==> config.mk <==
export PLATFORM = sky130hd
export DESIGN_NAME = bcd_display_scanner
export DESIGN_NICKNAME = d
export VERILOG_FILES = /design/src/rtl/bcd_display_scanner.sv
export SDC_FILE = /design/constraint.sdc
export NUM_CORES = 1
export LEC_CHECK = 0
export ABC_AREA = 1
export BUFFER_PORTS_ARGS = -buffer_cell sky130_fd_sc_hd__buf_4
export CORE_ASPECT_RATIO = 0.9
export CORE_UTILIZATION = 50
export CTS_BUF_LIST = sky130_fd_sc_hd__clkbuf_4
export DETAILED_ROUTE_END_ITERATION = 8
export PLACE_DENSITY = 0.69
export SYNTH_ARGS = -nofsm -noshare
export SYNTH_HDL_FRONTEND = slang
export SYNTH_SLANG_ARGS = --single-unit
==> constraint.sdc <==
create_clock -name clk -period 4.95 [get_ports clk]
set_clock_uncertainty 0.1 [all_clocks]
set_input_delay 0.99 -clock clk [delete_from_list [all_inputs] [get_ports clk]]
set_output_delay 0.99 -clock clk [all_outputs]
set_load 0.01 [all_outputs]
==> src/rtl/bcd_display_scanner.sv <==
`timescale 1ns/1ps
// -----------------------------------------------------------------------------
// bcd_display_scanner
//
// Drives a 3-digit common-anode 7-segment display. The hundreds, tens and
// units digits take turns on one shared active-low segment bus. Before each
// digit slot there is a short blanking gap with every anode off, so the
// segment pattern of one digit never shows faintly on its neighbour.
//
// The digit extractor upstream presents new digits together with a load
// strobe. Those digits are held in a pending set. The displayed (active) set
// is replaced only when the hundreds slot starts, so a frame never mixes old
// and new digits.
//
// Parameters
//   SCAN_DIV      cycles each digit slot is lit (>= 1)
//   BLANK_CYCLES  cycles all anodes are off before each slot (>= 1)
//   LZB           1 = blank leading zeros, 0 = always show three digits
//
// Ports
//   clk          in   system clock, rising edge
//   rst_n        in   asynchronous reset, active low
//   digit_1      in   hundreds BCD digit
//   digit_2      in   tens BCD digit
//   digit_3      in   units BCD digit
//   load         in   capture digit_1..3 on this clock edge
//   seg          out  segments, active low, seg[0]=a .. seg[6]=g
//   an           out  anode enables, active low, an[2]=hundreds .. an[0]=units
//   frame_start  out  one-cycle pulse on the first lit cycle of the hundreds slot
//
// Timing: the outputs are registered from the next-state values, so they
// change on the same edge as the scan state they belong to. A full frame
// takes 3*(BLANK_CYCLES+SCAN_DIV) cycles.
// -----------------------------------------------------------------------------
module bcd_display_scanner #(
    parameter int SCAN_DIV     = 50000,
    parameter int BLANK_CYCLES = 16,
    parameter int LZB          = 1
) (
    input  logic       clk,
    input  logic       rst_n,
    input  logic [3:0] digit_1,
    input  logic [3:0] digit_2,
    input  logic [3:0] digit_3,
    input  logic       load,
    output logic [6:0] seg,
    output logic [2:0] an,
    output logic       frame_start
);

    // One counter serves both states, so it is sized for the longer of the
    // two phases.
    localparam int CNT_MAX = (SCAN_DIV > BLANK_CYCLES) ? SCAN_DIV : BLANK_CYCLES;
    localparam int CNT_W   = (CNT_MAX > 1) ? $clog2(CNT_MAX) : 1;

    localparam logic [CNT_W-1:0] SHOW_LAST  = CNT_W'(SCAN_DIV - 1);
    localparam logic [CNT_W-1:0] BLANK_LAST = CNT_W'(BLANK_CYCLES - 1);

    localparam logic [6:0] SEG_OFF = 7'h7F;
    localparam logic [2:0] AN_OFF  = 3'b111;

    typedef enum logic {
        ST_BLANK = 1'b0,
        ST_SHOW  = 1'b1
    } state_t;

    typedef enum logic [1:0] {
        IDX_HUND  = 2'd0,
        IDX_TENS  = 2'd1,
        IDX_UNITS = 2'd2
    } idx_t;

    // Segment patterns in gfedcba order, active low. Codes 10..15 are not
    // BCD; they show a minus sign so a fault upstream is visible on the display.
    function automatic logic [6:0] decode(input logic [3:0] d);
        logic [6:0] s;
        case (d)
            4'd0:    s = 7'b1000000;
            4'd1:    s = 7'b1111001;
            4'd2:    s = 7'b0100100;
            4'd3:    s = 7'b0110000;
            4'd4:    s = 7'b0011001;
            4'd5:    s = 7'b0010010;
            4'd6:    s = 7'b0000010;
            4'd7:    s = 7'b1111000;
            4'd8:    s = 7'b0000000;
            4'd9:    s = 7'b0010000;
            default: s = 7'b0111111;
        endcase
        return s;
    endfunction

    // ------------------------------------------------------------------
    // State
    // ------------------------------------------------------------------
    state_t           state_q, state_d;
    idx_t             idx_q, idx_d;
    logic [CNT_W-1:0] cnt_q, cnt_d;

    logic [3:0] pend_1_q, pend_2_q, pend_3_q;
    logic [3:0] pend_1_d, pend_2_d, pend_3_d;
    logic [3:0] act_1_q, act_2_q, act_3_q;
    logic [3:0] act_1_d, act_2_d, act_3_d;

    logic [6:0] seg_q, seg_d;
    logic [2:0] an_q, an_d;
    logic       fs_q, fs_d;

    logic       commit;
    logic [3:0] sel_digit;
    logic       slot_blanked;

    // ------------------------------------------------------------------
    // Scan sequencing: BLANK gap, then SHOW, per digit slot
    // ------------------------------------------------------------------
    always_comb begin
        state_d = state_q;
        idx_d   = idx_q;
        cnt_d   = cnt_q + CNT_W'(1);

        case (state_q)
            ST_BLANK: begin
                if (cnt_q == BLANK_LAST) begin
                    state_d = ST_SHOW;
                    cnt_d   = '0;
                end
            end
            ST_SHOW: begin
                if (cnt_q == SHOW_LAST) begin
                    state_d = ST_BLANK;
                    cnt_d   = '0;
                    case (idx_q)
                        IDX_HUND: idx_d = IDX_TENS;
                        IDX_TENS: idx_d = IDX_UNITS;
                        default:  idx_d = IDX_HUND;
                    endcase
                end
            end
            default: begin
                state_d = ST_BLANK;
                idx_d   = IDX_HUND;
                cnt_d   = '0;
            end
        endcase
    end

    // The frame boundary: the edge that takes the hundreds slot from its
    // gap into its lit phase. idx does not move during BLANK, so idx_q
    // already names the slot being entered.
    assign commit = (state_q == ST_BLANK) && (state_d == ST_SHOW) && (idx_q == IDX_HUND);

    // ------------------------------------------------------------------
    // Pending / active digit sets
    // ------------------------------------------------------------------
    always_comb begin
        pend_1_d = pend_1_q;
        pend_2_d = pend_2_q;
        pend_3_d = pend_3_q;
        if (load) begin
            pend_1_d = digit_1;
            pend_2_d = digit_2;
            pend_3_d = digit_3;
        end

        // Taking the active set from pend_*_d rather than pend_*_q means a
        // load on the commit edge goes straight to the display.
        act_1_d = act_1_q;
        act_2_d = act_2_q;
        act_3_d = act_3_q;
        if (commit) begin
            act_1_d = pend_1_d;
            act_2_d = pend_2_d;
            act_3_d = pend_3_d;
        end
    end

    // ------------------------------------------------------------------
    // Output decode, computed from the next state so that the registered
    // outputs line up with the scan state they belong to.
    // ------------------------------------------------------------------
    always_comb begin
        case (idx_d)
            IDX_HUND: sel_digit = act_1_d;
            IDX_TENS: sel_digit = act_2_d;
            default:  sel_digit = act_3_d;
        endcase

        // Leading-zero blanking: the tens digit is only a leading zero
        // when the hundreds digit is zero too. The units digit always shows,
        // so a value of zero reads "0" and not an empty display.
        slot_blanked = 1'b0;
        if (LZB != 0) begin
            if (idx_d == IDX_HUND) begin
                slot_blanked = (act_1_d == 4'd0);
            end else if (idx_d == IDX_TENS) begin
                slot_blanked = (act_1_d == 4'd0) && (act_2_d == 4'd0);
            end
        end
    end

    always_comb begin
        seg_d = SEG_OFF;
        an_d  = AN_OFF;
        fs_d  = commit;

        if ((state_d == ST_SHOW) && !slot_blanked) begin
            seg_d = decode(sel_digit);
            case (idx_d)
                IDX_HUND: an_d = 3'b011;
                IDX_TENS: an_d = 3'b101;
                default:  an_d = 3'b110;
            endcase
        end
    end

    // ------------------------------------------------------------------
    // Registers
    // ------------------------------------------------------------------
    always_ff @(posedge clk or negedge rst_n) begin
        if (!rst_n) begin
            state_q  <= ST_BLANK;
            idx_q    <= IDX_HUND;
            cnt_q    <= '0;
            pend_1_q <= 4'd0;
            pend_2_q <= 4'd0;
            pend_3_q <= 4'd0;
            act_1_q  <= 4'd0;
            act_2_q  <= 4'd0;
            act_3_q  <= 4'd0;
            seg_q    <= SEG_OFF;
            an_q     <= AN_OFF;
            fs_q     <= 1'b0;
        end else begin
            state_q  <= state_d;
            idx_q    <= idx_d;
            cnt_q    <= cnt_d;
            pend_1_q <= pend_1_d;
            pend_2_q <= pend_2_d;
            pend_3_q <= pend_3_d;
            act_1_q  <= act_1_d;
            act_2_q  <= act_2_d;
            act_3_q  <= act_3_d;
            seg_q    <= seg_d;
            an_q     <= an_d;
            fs_q     <= fs_d;
        end
    end

    assign seg         = seg_q;
    assign an          = an_q;
    assign frame_start = fs_q;

endmodule

* After elaboration in Yosys (flattened, before gate mapping)
Memories as Yosys holds them, arrays and structs flattened. Index checks and enable logic that the tools add are counted.
Word-level totals: register bits after elaboration 54, memory bits (read-only) 112, input port bits 15, output and inout bits 11, logic and storage cells 49, memories 1
Operators by class: add/sub/neg operators 1, equality and inequality tests 4, multiplexer cells 21, bitwise operators 1, reductions and logical operators 9
Memories:
- (name not given) | words 16, bits a word 7, rd ports 1, clocked after memory_dff 0, wr ports 0, RTL line 77 | case (d)
Operators with widths (number):
- 16-bit 2-to-1 mux | 2
- 16-bit one-hot mux with 2 select lines | 1
- 4-bit 2-to-1 mux | 6
- 16-bit by 1-bit adder with 16-bit output (second input constant) | 1
- 16-bit equality test (second input constant) | 1
- 16-bit by 4-bit equality test with 1-bit output (second input constant) | 1
- 4-bit zero test | 2
- 4-bit one-hot mux with 2 select lines | 1
- 7-bit 2-to-1 mux | 1
- 3-bit one-hot mux with 2 select lines | 1
- 2-bit by 1-bit equality test with 1-bit output (second input constant) | 2
- 1-bit logical AND | 4
- 2-bit zero test | 2
- 1-bit 2-to-1 mux | 4
- 2-bit 2-to-1 mux | 2
- 2-bit one-hot mux with 2 select lines | 1
- 3-bit 2-to-1 mux | 1
- 1-bit one-hot mux with 2 select lines | 1
- 1-bit zero test | 1
- 1-bit NOT | 1

* Logic depth before layout (Yosys ltp)
depth after elaboration 13, mapped depth 17, depth with buffers taken out 17

* Worst setup path after synthesis
Ideal clock, no wire load.
path type input to register, start point in load, end point reg seg_q[0] (netlist: seg[0]), setup time 0.090 ns, arrival time 2.667 ns, setup slack 2.094 ns, stages 14, path through inv_1 -> buf_2 -> or2_2 -> o21ai_1 -> inv_1 -> o21ai_0 -> nor2_1 -> nor2_1 -> inv_1 -> ha_1 -> inv_1 -> nand4_1 -> nand3_1 -> nand3_1
On the way: cells in the longest elaborated chain, start to end 9, elaborated cells on any way between the ends 16
Ends and longest elaborated chain:
- start, declared | RTL line 45 | input logic load,
- 4-bit 2-to-1 mux (*) | RTL line 159 | if (load) begin
- via pend_2_d[0] | RTL line 101 | logic [3:0] pend_1_d, pend_2_d, pend_3_d;
- 4-bit 2-to-1 mux (*) | RTL line 170 | if (commit) begin
- parallel branches: the longest is 6 deep, another holds memory 16 x 7 bit
- 7-bit 2-to-1 mux (*) | RTL line 206 | if ((state_d == ST_SHOW) && !slot_blanked) begin
- via seg_d[0] | RTL line 105 | logic [6:0] seg_q, seg_d;
- end signal, assigned | RTL line 243 | seg_q <= seg_d;
- end, declared | RTL line 105
Mark *: on every way through the listed nets, which the timed path passes.

* Worst setup path after layout
start point reg cnt_q[0], end point reg seg_q[0] (netlist: seg[0])
On the way: cells in the longest elaborated chain, start to end 13, elaborated cells on any way between the ends 24
Ends and longest elaborated chain:
- start, declared | RTL line 98 | logic [CNT_W-1:0] cnt_q, cnt_d;
- start signal, assigned | RTL line 236 | cnt_q <= cnt_d;
- 16-bit equality test or 16-bit by 4-bit equality test with 1-bit output (tied branches) | RTL line 129, 123
- 1-bit 2-to-1 mux (on tied branches) | RTL line 129, 123
- 1-bit one-hot mux with 2 select lines (*) | RTL line 121 | case (state_q)
- 1-bit logical AND (*) (2 in series) | RTL line 150 | assign commit = (state_q == ST_BLANK) && (state_d == ST_SHOW) && (idx_q == IDX_HUND);
- via commit | RTL line 109 | logic commit;
- parallel branches: the longest is 7 deep, another holds memory 16 x 7 bit
- 7-bit 2-to-1 mux (*) | RTL line 206
- via seg_d[0] | RTL line 105
Marks and branches as above.

==> results.cfg <==
[final_layout]
syn2layout_area_growth_pct = 12.2
fin_nets = 382
drive_above_1_share_pct = 21.7
antenna_cells = 0
fin_util_pct = 59.1

[power]
peakVddDrop_mv = 0.130
leakagePower_nw = 1.62
p_per_area_nw_per_um2 = 278

[grt]
grt_busiest_layer = met2
met2_usage_pct = 30.3
grt_pass1_vias = 2012
grt_max_degree = 55
use_met3_pct = 4.47
gr-usage-all-layers_pct = 20.4
grt.overflow.total = 0
antenna_found_initial = 0
grtUsageMet1_pct = 29.7
grt_pass1_wl_um = 9160

[synth]
synth_area_leaders = dfrtp_1, nand2_1, dfstp_2, inv_1, nand3_1
synth.distinct_cells = 35
ys_async_sr_fraction_pct = 100
postSynthAreaPerCell_um2 = 8.49
yosysWarnings = 0
syn-num-nets = 355
yosys_most_used_dff = dfrtp_1
ys_ff_latch = 54
synthTopCellsByCount = nand2_1, dfrtp_1, inv_1, nand3_1, nor2_1
synth_edf_count = 0
yosysTopAreaCellShare_pct = 39.0
yosysMostFrequentCell = nand2_1
synth_seq_area_share_pct = 48.4
syn_inst = 332
synth_top_area_cell = dfrtp_1
netlist_area_um2 = 2820

[routing]
drc = 0
drt_wl_total_um = 5270
drtAntennaViolNets = 0
num_vias = 2143
drt_pass1_iterations = 4
drt-initial-drc-count = 132
post_drt_wl_per_cell_um = 12.3
routed_via_density = 5.02

[floorplan]
core_um2 = 5350
die-area_um2 = 5950
ios = 26
fp.dieW_um = 81.2
row_count = 25
die-height_um = 73.3
initial_core_util_pct = 52.7

[critical_path]
crit_required_ps = 5160
worstSetupStartpointType = flop
reg2reg_from = cnt_q[0]$_DFF_PN0_
crit_arrival_ps = 3190
reg2regPathDepth = 15
r2r_slack_ps = 1970
r2r_end = seg[0]$_DFF_PN1_
critPathBufInv = 3
crit_slowest_cell = dfrtp_1
worstPathCellList = ha_1 > nand3_2 > nor2_8 > nand4_4 > inv_1 > nand2_1 > nand3_1 > nand2_1 > nor2_1 > inv_1 > ha_1 > inv_1 > nand4_1 > nand3_1 > nand3_1
critPathMaxStageDelay_ps = 400
end_kind = flop
cp_max_fo = 23
path_class = flop to flop
critPathTopFamily = simple AND/OR/NAND/NOR gates

[hold_path]
holdCritStartpoint = cnt_q[0]$_DFF_PN0_
min_to = cnt_q[0]$_DFF_PN0_
hp-class = flop to flop
hold_depth = 1

[clocking]
cts_post_setup_buffers_inserted = 0
root_buffer = clkbuf_4
clock_path_buffers = 2
htreeDepth = 2
cts.repair.resized = 0
cts_hold_buf = 0
cts_buffers = 5
clk_pin_slew_ps = 150
cts_tree = built
clock_latency_ps = 380
cts_sinks = 54

[sta]
maxSlewHeadroom_pct = 51.6
finalSetupViolations = 0
fmax_mhz = 336
finalSetupTns_ps = 0
tightest_slew_ps = 722
fin_crit_ps = 2980
rsz0062_at_grt = no
fin_crit_sh_pct = 60.2
finalHoldViolations = 0
slew_violations = 0

[job]
cap_violations = 0

[placed_design]
dp_hpwl_um = 3810
port_buffers = 25
gp_congestion = 0.837

[outcome]
outcome = finished, final reports clean
-- final cells by class --
type / count / area (um2)
clock inverter: 3 / 63.8
inverter: 46 / 173
fill: 486 / 2190
sequential: 54 / 1360
clock buffer: 5 / 37.5
multi-input combinational: 227 / 1250
timing repair buffer: 25 / 188
tap: 67 / 83.8
-- cell families (layout without fill, tap and decap cells) --
| logic type | count (synthesis) | count (layout) | share of synthesized area (%) |
|---|---|---|---|
| buffers and inverters | 51 | 79 | 7.19 |
| and+or+nand+nor | 188 | 188 | 33.5 |
| xor gates and xnor gates | 5 | 5 | 1.55 |
| adders and majority gates | 8 | 8 | 3.55 |
| AOI/OAI and AO/OA | 26 | 26 | 5.86 |
| DFF | 54 | 54 | 48.4 |
-- where the power goes --
group / leakage (nW) / total, mW / internal [mW] / switching, mW
Clock: 0.0528 / 0.291 / 0.156 / 0.136
Combinational: 0.917 / 0.107 / 0.0428 / 0.0639
Sequential: 0.648 / 0.481 / 0.475 / 0.00689
Total: 1.62 / 0.880 / 0.673 / 0.207
-- how the worst max path moves through the flow --
| stage | startpoint | to | depth (start not counted) |
|---|---|---|---|
| 2_1_floorplan | load | seg[0]$_DFF_PN1_ | 14 |
| 3_3_place_gp | load | seg[3]$_DFF_PN1_ | 14 |
| 3_5_place_dp | load | seg[0]$_DFF_PN1_ | 14 |
| 4_1_cts | cnt_q[0]$_DFF_PN0_ | seg[0]$_DFF_PN1_ | 15 |
| 5_1_grt | cnt_q[0]$_DFF_PN0_ | seg[3]$_DFF_PN1_ | 15 |
| 6_report | cnt_q[0]$_DFF_PN0_ | seg[0]$_DFF_PN1_ | 15 |
-- placed cells by master, fill, tap and decap left out, drive strengths merged --
cell type / instances
dfrtp: 44
or2: 7
bufinv: 2
o221ai: 1
nor3: 5
nand3: 35
nor3b: 2
o21bai: 2
ha: 8
xor2: 4
nand3b: 2
o21ai: 15
a31oi: 2
a21oi: 4
inv: 46
clkinv: 1
xnor2: 1
clkbuf: 5
nand4: 8
nor2: 36
nand2: 93
dfstp: 10
o21a: 2
buf: 25
-- per-stage QoR --
stage / setup slack, ps / hold WS [ps] / instances / cell area (um2) / power (mW)
5_1_grt: 1610 / 408 / 427 / 3160 / 0.924
6_report: 1970 / 366 / 427 / 3160 / 0.880
3_5_place_dp: 1660 / 355 / 419 / 3060 / 0.597
3_3_place_gp: 1740 / 355 / 419 / 3060 / 0.595
4_1_cts: 1940 / 375 / 427 / 3160 / 0.894
2_1_floorplan: 2090 / 333 / 332 / 2820 / 0.551
-- worst reg2reg max path, stage by stage, from the launching register on --
cell,delay [ps]
dfrtp_1,400
ha_1,210
nand3_2,180
nor2_8,230
nand4_4,310
inv_1,240
nand2_1,70
nand3_1,80
nand2_1,60
nor2_1,360
inv_1,160
ha_1,210
inv_1,50
nand4_1,110
nand3_1,110
nand3_1,70
-- layer usage --
metal  share of wire, %  up-vias  wire length [um]
li1                   -     1101                 -
met3                3.3        2               173
met1                 54     1004              2860
met2                 42       36              2190
met5                  0        -                 0
met4               0.72        0                38
-- registers in the layout, summed over array words and instances (netlist names) --
| name | cells |
|---|---|
| act_3_q | 4 |
| act_1_q | 4 |
| seg | 7 |
| frame_start | 1 |
| pend_2_q | 4 |
| pend_1_q | 4 |
| an | 3 |
| state_q | 1 |
| cnt_q | 16 |
| pend_3_q | 4 |
| act_2_q | 4 |
| idx_q | 2 |
Power figures use the tool's default switching activity.
